===== src/rtl/cache_pkg.sv =====
// Shared cache-side constants and the line-transfer sequencer state encoding.
package cache_pkg;

    localparam int ADDR_WIDTH = 32;
    localparam int DATA_WIDTH = 32;
    localparam int DATA_BYTES = DATA_WIDTH / 8;

    typedef enum logic [1:0] {
        IDLE = 2'd0,
        WB   = 2'd1,
        RD   = 2'd2,
        RESP = 2'd3
    } xfer_state_t;

endpackage


===== src/rtl/cache_line_xfer.sv =====
// Line<->beat sequencer: writeback serialises a line into word writes, refill gathers word reads into a line.
// First beat one cycle after request; every beat, address and the response stall on their own ready.
module cache_line_xfer
    import cache_pkg::*;
#(
    parameter  int WORDS_PER_LINE = 4,
    localparam int LINE_WIDTH     = WORDS_PER_LINE * DATA_WIDTH
) (
    input  logic                  aclk_i,
    input  logic                  arstn_i,
    input  logic                  req_valid_i,
    output logic                  req_ready_o,
    input  logic                  req_we_i,
    input  logic [ADDR_WIDTH-1:0] req_addr_i,
    input  logic [LINE_WIDTH-1:0] req_line_i,
    output logic                  resp_valid_o,
    input  logic                  resp_ready_i,
    output logic                  resp_we_o,
    output logic [LINE_WIDTH-1:0] resp_line_o,
    output logic                  wb_valid_o,
    output logic [DATA_WIDTH-1:0] wb_data_o,
    output logic [ADDR_WIDTH-1:0] wb_addr_o,
    input  logic                  mem_ready_i,
    output logic                  addr_req_o,
    output logic [ADDR_WIDTH-1:0] addr_o,
    input  logic                  addr_ready_i,
    input  logic                  mem_valid_i,
    input  logic [DATA_WIDTH-1:0] mem_data_i,
    output logic                  mem_ready_o
);

    localparam int IW   = $clog2(WORDS_PER_LINE);
    localparam int CW   = IW + 1;
    localparam int BOFF = $clog2(DATA_BYTES);
    localparam int LOFF = $clog2(WORDS_PER_LINE * DATA_BYTES);
    localparam logic [CW-1:0]         LAST      = CW'(WORDS_PER_LINE - 1);
    localparam logic [CW-1:0]         FULL      = CW'(WORDS_PER_LINE);
    localparam logic [ADDR_WIDTH-1:0] LINE_MASK = ~((ADDR_WIDTH'(1) << LOFF) - ADDR_WIDTH'(1));

    xfer_state_t           r_state;
    xfer_state_t           w_state_nxt;
    logic [CW-1:0]         r_tx_cnt;
    logic [CW-1:0]         r_ar_cnt;
    logic [CW-1:0]         r_rx_cnt;
    logic [ADDR_WIDTH-1:0] r_base;
    logic                  r_we;
    logic [LINE_WIDTH-1:0] r_wb_line;
    logic [LINE_WIDTH-1:0] r_resp_line;

    logic w_req_hs;
    logic w_wb_hs;
    logic w_ar_hs;
    logic w_rx_hs;
    logic w_resp_hs;

    // Base has the line offset cleared, so OR-ing in the word index is an add.
    function automatic logic [ADDR_WIDTH-1:0] beat_addr(input logic [ADDR_WIDTH-1:0] base,
                                                        input logic [CW-1:0]         cnt);
        return base | (ADDR_WIDTH'(cnt[IW-1:0]) << BOFF);
    endfunction

    always_comb begin
        w_state_nxt  = r_state;
        req_ready_o  = 1'b0;
        wb_valid_o   = 1'b0;
        addr_req_o   = 1'b0;
        mem_ready_o  = 1'b0;
        resp_valid_o = 1'b0;
        case (r_state)
            IDLE: begin
                req_ready_o = 1'b1;
                if (req_valid_i) w_state_nxt = req_we_i ? WB : RD;
            end
            WB: begin
                wb_valid_o = 1'b1;
                if (mem_ready_i && r_tx_cnt == LAST) w_state_nxt = RESP;
            end
            RD: begin
                addr_req_o  = (r_ar_cnt < FULL);
                mem_ready_o = (r_rx_cnt < FULL);
                if (mem_valid_i && r_rx_cnt == LAST) w_state_nxt = RESP;
            end
            RESP: begin
                resp_valid_o = 1'b1;
                if (resp_ready_i) w_state_nxt = IDLE;
            end
            default: w_state_nxt = IDLE;
        endcase
    end

    assign w_req_hs  = req_valid_i && req_ready_o;
    assign w_wb_hs   = wb_valid_o && mem_ready_i;
    assign w_ar_hs   = addr_req_o && addr_ready_i;
    assign w_rx_hs   = mem_valid_i && mem_ready_o;
    assign w_resp_hs = resp_valid_o && resp_ready_i;

    assign wb_data_o   = r_wb_line[int'(r_tx_cnt[IW-1:0]) * DATA_WIDTH +: DATA_WIDTH];
    assign wb_addr_o   = beat_addr(r_base, r_tx_cnt);
    assign addr_o      = beat_addr(r_base, r_ar_cnt);
    assign resp_line_o = r_resp_line;
    assign resp_we_o   = r_we;

    always_ff @(posedge aclk_i or negedge arstn_i) begin
        if (!arstn_i) r_state <= IDLE;
        else          r_state <= w_state_nxt;
    end

    always_ff @(posedge aclk_i or negedge arstn_i) begin
        if (!arstn_i) begin
            r_base    <= '0;
            r_we      <= 1'b0;
            r_wb_line <= '0;
        end else if (w_req_hs) begin
            r_base    <= req_addr_i & LINE_MASK;
            r_we      <= req_we_i;
            r_wb_line <= req_line_i;
        end
    end

    // Address and data counters are independent: addresses may run ahead of data.
    always_ff @(posedge aclk_i or negedge arstn_i) begin
        if (!arstn_i) begin
            r_tx_cnt    <= '0;
            r_ar_cnt    <= '0;
            r_rx_cnt    <= '0;
            r_resp_line <= '0;
        end else if (w_resp_hs) begin
            r_tx_cnt <= '0;
            r_ar_cnt <= '0;
            r_rx_cnt <= '0;
        end else begin
            if (w_wb_hs) r_tx_cnt <= r_tx_cnt + 1'b1;
            if (w_ar_hs) r_ar_cnt <= r_ar_cnt + 1'b1;
            if (w_rx_hs) begin
                r_resp_line[int'(r_rx_cnt[IW-1:0]) * DATA_WIDTH +: DATA_WIDTH] <= mem_data_i;
                r_rx_cnt <= r_rx_cnt + 1'b1;
            end
        end
    end

endmodule

===== config.mk =====
export PLATFORM = sky130hd
export DESIGN_NAME = cache_line_xfer
export DESIGN_NICKNAME = d
export VERILOG_FILES = /design/src/rtl/cache_pkg.sv /design/src/rtl/cache_line_xfer.sv
export SDC_FILE = /design/constraint.sdc
export NUM_CORES = 1
export LEC_CHECK = 0
export CORE_MARGIN = 2
export CORE_UTILIZATION = 47
export CTS_BUF_LIST = sky130_fd_sc_hd__clkbuf_8 sky130_fd_sc_hd__clkbuf_16
export DETAILED_ROUTE_END_ITERATION = 10
export PLACE_DENSITY = 0.8
export SLEW_MARGIN = 15
export SYNTH_ARGS = -nofsm -noshare
export SYNTH_HDL_FRONTEND = slang
export SYNTH_SLANG_ARGS = --single-unit

===== constraint.sdc =====
create_clock -name aclk_i -period 2.6 [get_ports aclk_i]
set_input_delay 0.26 -clock aclk_i [delete_from_list [all_inputs] [get_ports aclk_i]]
set_output_delay 0.26 -clock aclk_i [all_outputs]
set_load 0.05 [all_outputs]

* After elaboration in Yosys (flattened, before gate mapping) *
Cells that the tools add are included.

storage, ports and cells
  register bits = 296
  input bits = 200
  output and inout port bits = 230
  word-level logic and storage cells = 60

cells by class
  add/subtract/negate cells = 4
  magnitude comparators = 2
  equality and inequality tests = 9
  shift operators = 3
  mux-type cells = 18
  bitwise gates (word level) = 3
  reduce and logical (&&, ||, !) cells = 13

operator list
  kind                                                     count
  bitwise mux 128 bit                                      1
  variable shift 32 x 33 -> 128 bit, first input constant  1
  indexed part select 128 x 8 -> 32 bit                    1
  indexed part select 32 x 33 -> 128 bit                   1
  OR 32 x 4 -> 32 bit                                      2
  negation 7 -> 33 bit                                     1
  2-to-1 mux 3 bit                                         6
  2-to-1 mux 2 bit                                         5
  adder 3 x 1 -> 3 bit, second input constant              3
  inequality test 2 bit, second input constant             4
  case mux 2 bit (4 select lines)                          1
  logical AND 1 bit                                        7
  == test 3 x 2 -> 1 bit, second input constant            2
  < comparator 3 bit, second input constant                2
  nonzero test 2 bit                                       3
  2-to-1 mux 1 bit                                         5
  == test 2 bit, second input constant                     2
  AND reduction 4 bit                                      1
  == test 2 x 1 -> 1 bit, second input constant            1
  logical NOT 2 bit                                        1
  AND reduction 2 bit                                      1
  NOT 1 bit                                                1

* Depth between registers and ports, before layout *
  word-level depth = 5
  gate-level depth with buffers = 7
  depth with buffers taken out = 5

* Worst setup path before layout *
OpenSTA, ideal clock, no wires.

  kind = reg2reg
  start = register r_state[0]
  end = register r_base[10]
  setup time = 125 ps
  arrival = 1804 ps
  data required time = 2475 ps
  path slack = 671 ps
  cell stages (with the launch flop) = 7
  path buffers = 2
  clock period less this slack = 1929 ps
  cell sequence = dfrtp_1 > inv_1 > ha_1 > nand2_1 > clkbuf_1 > buf_2 > mux2_2

between the ends
  cells in the longest elaborated chain, start to end = 3

RTL lines
  item                      RTL line                source
  start: declaration        cache_line_xfer.sv:40   xfer_state_t r_state;
  start signal: assignment  cache_line_xfer.sv:105  else r_state <= w_state_nxt;
  logical NOT 2 bit         cache_line_xfer.sv:69   case (r_state)
  2-to-1 mux 1 bit          cache_line_xfer.sv:69
  named net req_ready_o     cache_line_xfer.sv:12   output logic req_ready_o,
  logical AND 1 bit         cache_line_xfer.sv:91   assign w_req_hs = req_valid_i && req_ready_o;
  end signal: assignment    cache_line_xfer.sv:114  r_base <= req_addr_i & LINE_MASK;
  end: declaration          cache_line_xfer.sv:45   logic [ADDR_WIDTH-1:0] r_base;

The timed path passes the listed nets, and every way through them passes these cells.
A chain may end at the register's enable or synchronous reset.

* Worst setup path after layout *
  start = register r_tx_cnt[0]
  end = output port wb_data_o[6]

between the ends
  cells in the longest elaborated chain, start to end = 1

RTL lines
  item                                   RTL line                source
  start: declaration                     cache_line_xfer.sv:42   logic [CW-1:0] r_tx_cnt;
  start signal: assignment               cache_line_xfer.sv:132  if (w_wb_hs) r_tx_cnt <= r_tx_cnt + 1'b1;
  indexed part select 128 x 8 -> 32 bit  cache_line_xfer.sv:97   assign wb_data_o = r_wb_line[int'(r_tx_cnt[IW-1:0]) * DATA_WIDTH +: DATA_WIDTH];
  end: declaration                       cache_line_xfer.sv:21   output logic [DATA_WIDTH-1:0] wb_data_o,

No other way between the ends.

==> run_results.csv <==
group,metric,value,unit
outcome,status,"finished, final reports clean",
die,start_util,48.05,%
worst_setup_path,rr_startpoint,"r_rx_cnt[0]",
routing,drc_errors,0,
global_routing,grt.total_usage,23.37,%
die,rows,61,
die,dieArea,30010,um2
synth,synth_area_leaders,"dfrtp_1 55%, mux2_2 13%, mux2i_1 9.9%, mux4_2 5.4%, inv_1 3.7%",
clock_network,cts_max_level,1,
clock_network,insertion_delay,0.55,ns
worst_hold_path,hp-class,"input port to async pin",
die,fp.dieH,173.2,um
clock_network,cts_inserted_buffers,31,
worst_setup_path,critPathLaunch,"r_tx_cnt[0]",
global_routing,grt_pass1_vias,9920,
global_routing,grt_antenna_before_repair,1,
die,pin_count,430,
worst_setup_path,r2r_slack,0.25,ns
clock_network,clock_path_buffers,3,
worst_setup_path,reg2reg_to,"resp_line_o[12]",
worst_setup_path,start_kind,"flip-flop",
global_routing,grtUsageMet3,6.842,%
synth,ys_ff_latch,296,
pwr,p_leak,8.055,nW
worst_setup_path,worstSetupEndpoint,"wb_data_o[6]",
global_routing,grt_pass1_wl,55.32,mm
routing,drtIter0Drc,355,
finish,area_delta_synth_final,39.31,%
routing,dr.pass1.iters,5,
pwr,power_per_cell_area,1466,nW/um2
global_routing,use_met2,42.47,%
synth,synth_top_area_share,55.03,%
timing,fin_crit_sh,95.63,%
synth,yosysMostFrequentCell,"dfrtp_1",
timing,finalWorstSetupSlack,0.1136,ns
timing,rsz0062_at_grt,"false",
synth,yosysSeqAreaShare,55.03,%
global_routing,grt_max_degree,76,
worst_setup_path,cp-end-kind,"output pin",
routing,wl,35.33,mm
finish,finalNetCount,1637,
timing,skew,0.008370,ns
finish,antenna_cells,0,
synth,yosys_warnings,0,
timing,relSlewSlack,54.87,%
pwr,peakVddDrop,0.001166,V
worst_setup_path,required,2.34,ns
timing,tightestPinTransition,0.6748,ns
synth,synth_edf_count,0,
synth,netlist_area,13460,um2
place,io_buffer_count,421,
synth,synthCells,1030,
clock_network,root_buffer,"clkbuf_16",
clock_network,clock-sinks,296,
timing,maxSlewViolCount,0,
finish,drive_gt1_share,21.37,%
routing,wire_per_inst,19.42,um
timing,final_hold_viol_count,0,
global_routing,grt_remaining_overflow,0,
synth,synth_area_per_cell,13.07,um2
worst_setup_path,critical_path_class,"flip-flop to output pin",
routing,vias,9126,
synth,yosysTopAreaCell,"dfrtp_1",
synth,yosysUniqueCellTypes,35,
clock_network,cts_tree,"done",
finish,n_fill_cell,2084,
place,dpl.hpwl,25.70,mm
worst_setup_path,worstPathMaxFanout,14,
worst_setup_path,arrival,2.23,ns
routing,via_per_inst,5.017,
routing,antenna_left,0,
global_routing,grtUsageMet1,27.21,%
global_routing,busiest_layer,"met2",
place,globalplace.congestion,0.7818,
place,pre_cts_ws,0.2106,ns
clock_network,path_clk_slew,0.06,ns
clock_network,post-cts-setup-buffers,0,
timing,max_freq,0.4022,GHz
timing,setup_viol,0,
die,die_x,173.2,um
synth,synth_ff_type,"dfrtp_1",
die,coreArea,28010,um2
synth,synthArstFlopShare,100.0,%
job,maxCapViolations,0,
worst_setup_path,r2r_cells,6,
synth,synth_common_cells,"296 x dfrtp_1, 157 x mux2_2, 134 x inv_1",
timing,period_needed,2.486,ns
timing,timing.setup.tns,0,ns
[per-stage QoR]
stage | hold slack, ns | instance area, um2 | utilization, % | power (mW) | cells
floorplan | -0.03559 | 13470 | - | 18.54 | 1033
global placement | 0.2961 | 17750 | 63.38 | 23.00 | 1766
detailed placement | 0.2924 | 17750 | 63.38 | 23.38 | 1766
CTS | 0.2989 | 18740 | 66.89 | 27.73 | 1819
global route | 0.3046 | 18750 | 66.95 | 28.69 | 1819
finish | 0.3105 | 18750 | 66.95 | 27.49 | 1819
[how the worst min path moves through the flow]
stage,start,endpoint,slack (ns),cells after the start
final,arstn_i,resp_line_o[127],0.31,2
after CTS,req_addr_i[20],r_base[20],0.30,2
after global routing,req_line_i[18],r_wb_line[18],0.30,2
after detailed placement,arstn_i,resp_line_o[86],0.29,1
after global placement,arstn_i,resp_line_o[86],0.30,1
after floorplan,arstn_i,r_ar_cnt[0],-0.04,0
[cell families after synthesis]
kind of cell,after synthesis,synth area share [%]
multiplexers,322,28.38
flip-flops,296,55.03
buffers and inverters,225,9.305
AND/OR/NAND/NOR,159,5.159
adder cells (fa/ha/maj),15,1.394
AO/OA/AOI/OAI,9,0.5112
XOR/XNOR,3,0.1952
other,1,0.02786
[sequential cells by signal, indices dropped and copies added (netlist names)]
register / cells
r_ar_cnt: 3
r_base: 28
r_rx_cnt: 3
r_state: 2
r_tx_cnt: 3
r_wb_line: 128
resp_line_o: 128
resp_we_o: 1
[power by group]
| group | switching [mW] | total (mW) | internal (mW) |
|---|---|---|---|
| combinational | 9.46 | 15.2 | 5.77 |
| clock | 1.76 | 4.25 | 2.48 |
| sequential | 1.27 | 8.01 | 6.74 |
| total | 12.5 | 27.5 | 15.0 |
[placed cells by master (no fill, tap or decap), types with 6 or more instances in the layout]
cell type,n
clkdlybuf4s50_1,384
dfrtp_1,294
mux2_2,157
inv_1,140
mux2i_1,133
nand2_1,132
buf_4,43
mux4_2,32
clkbuf_16,31
ha_1,15
buf_12,15
nor2_1,6
clkinv_2,6
[layer usage]
metal  vias up  share of wire [%]
li1       4141                  -
met1      4593                 38
met2       338                 52
met3        52                8.3
met4         2                2.0
met5         -              0.034
[what timing repair did]
| action | CTS | global route |
|---|---|---|
| endpoints found under the setup margin | 0 | 16 |
| gates resized for setup | 0 | 4 |
| hold buffers | 1 | 0 |
| hold endpoints to repair | 67 | 0 |
[area by class of cell]
class | instances | area (um2) | area share (%)
Clock buffer | 36 | 844.6 | 4.504
Inverter | 134 | 503.0 | 2.682
Sequential cell | 296 | 7412 | 39.53
Clock inverter | 16 | 128.9 | 0.6873
Timing Repair Buffer | 447 | 4544 | 24.23
Tap cell | 378 | 473.0 | 2.522
Multi-Input combinational cell | 512 | 4846 | 25.84
[critical path, cell delays in order (launching register included)]
cell and delay (ns):
dfrtp_4 0.54, buf_12 0.21, buf_16 0.19, mux4_2 0.52, buf_4 0.21
Note: power is estimated with default switching activity, not from simulation.
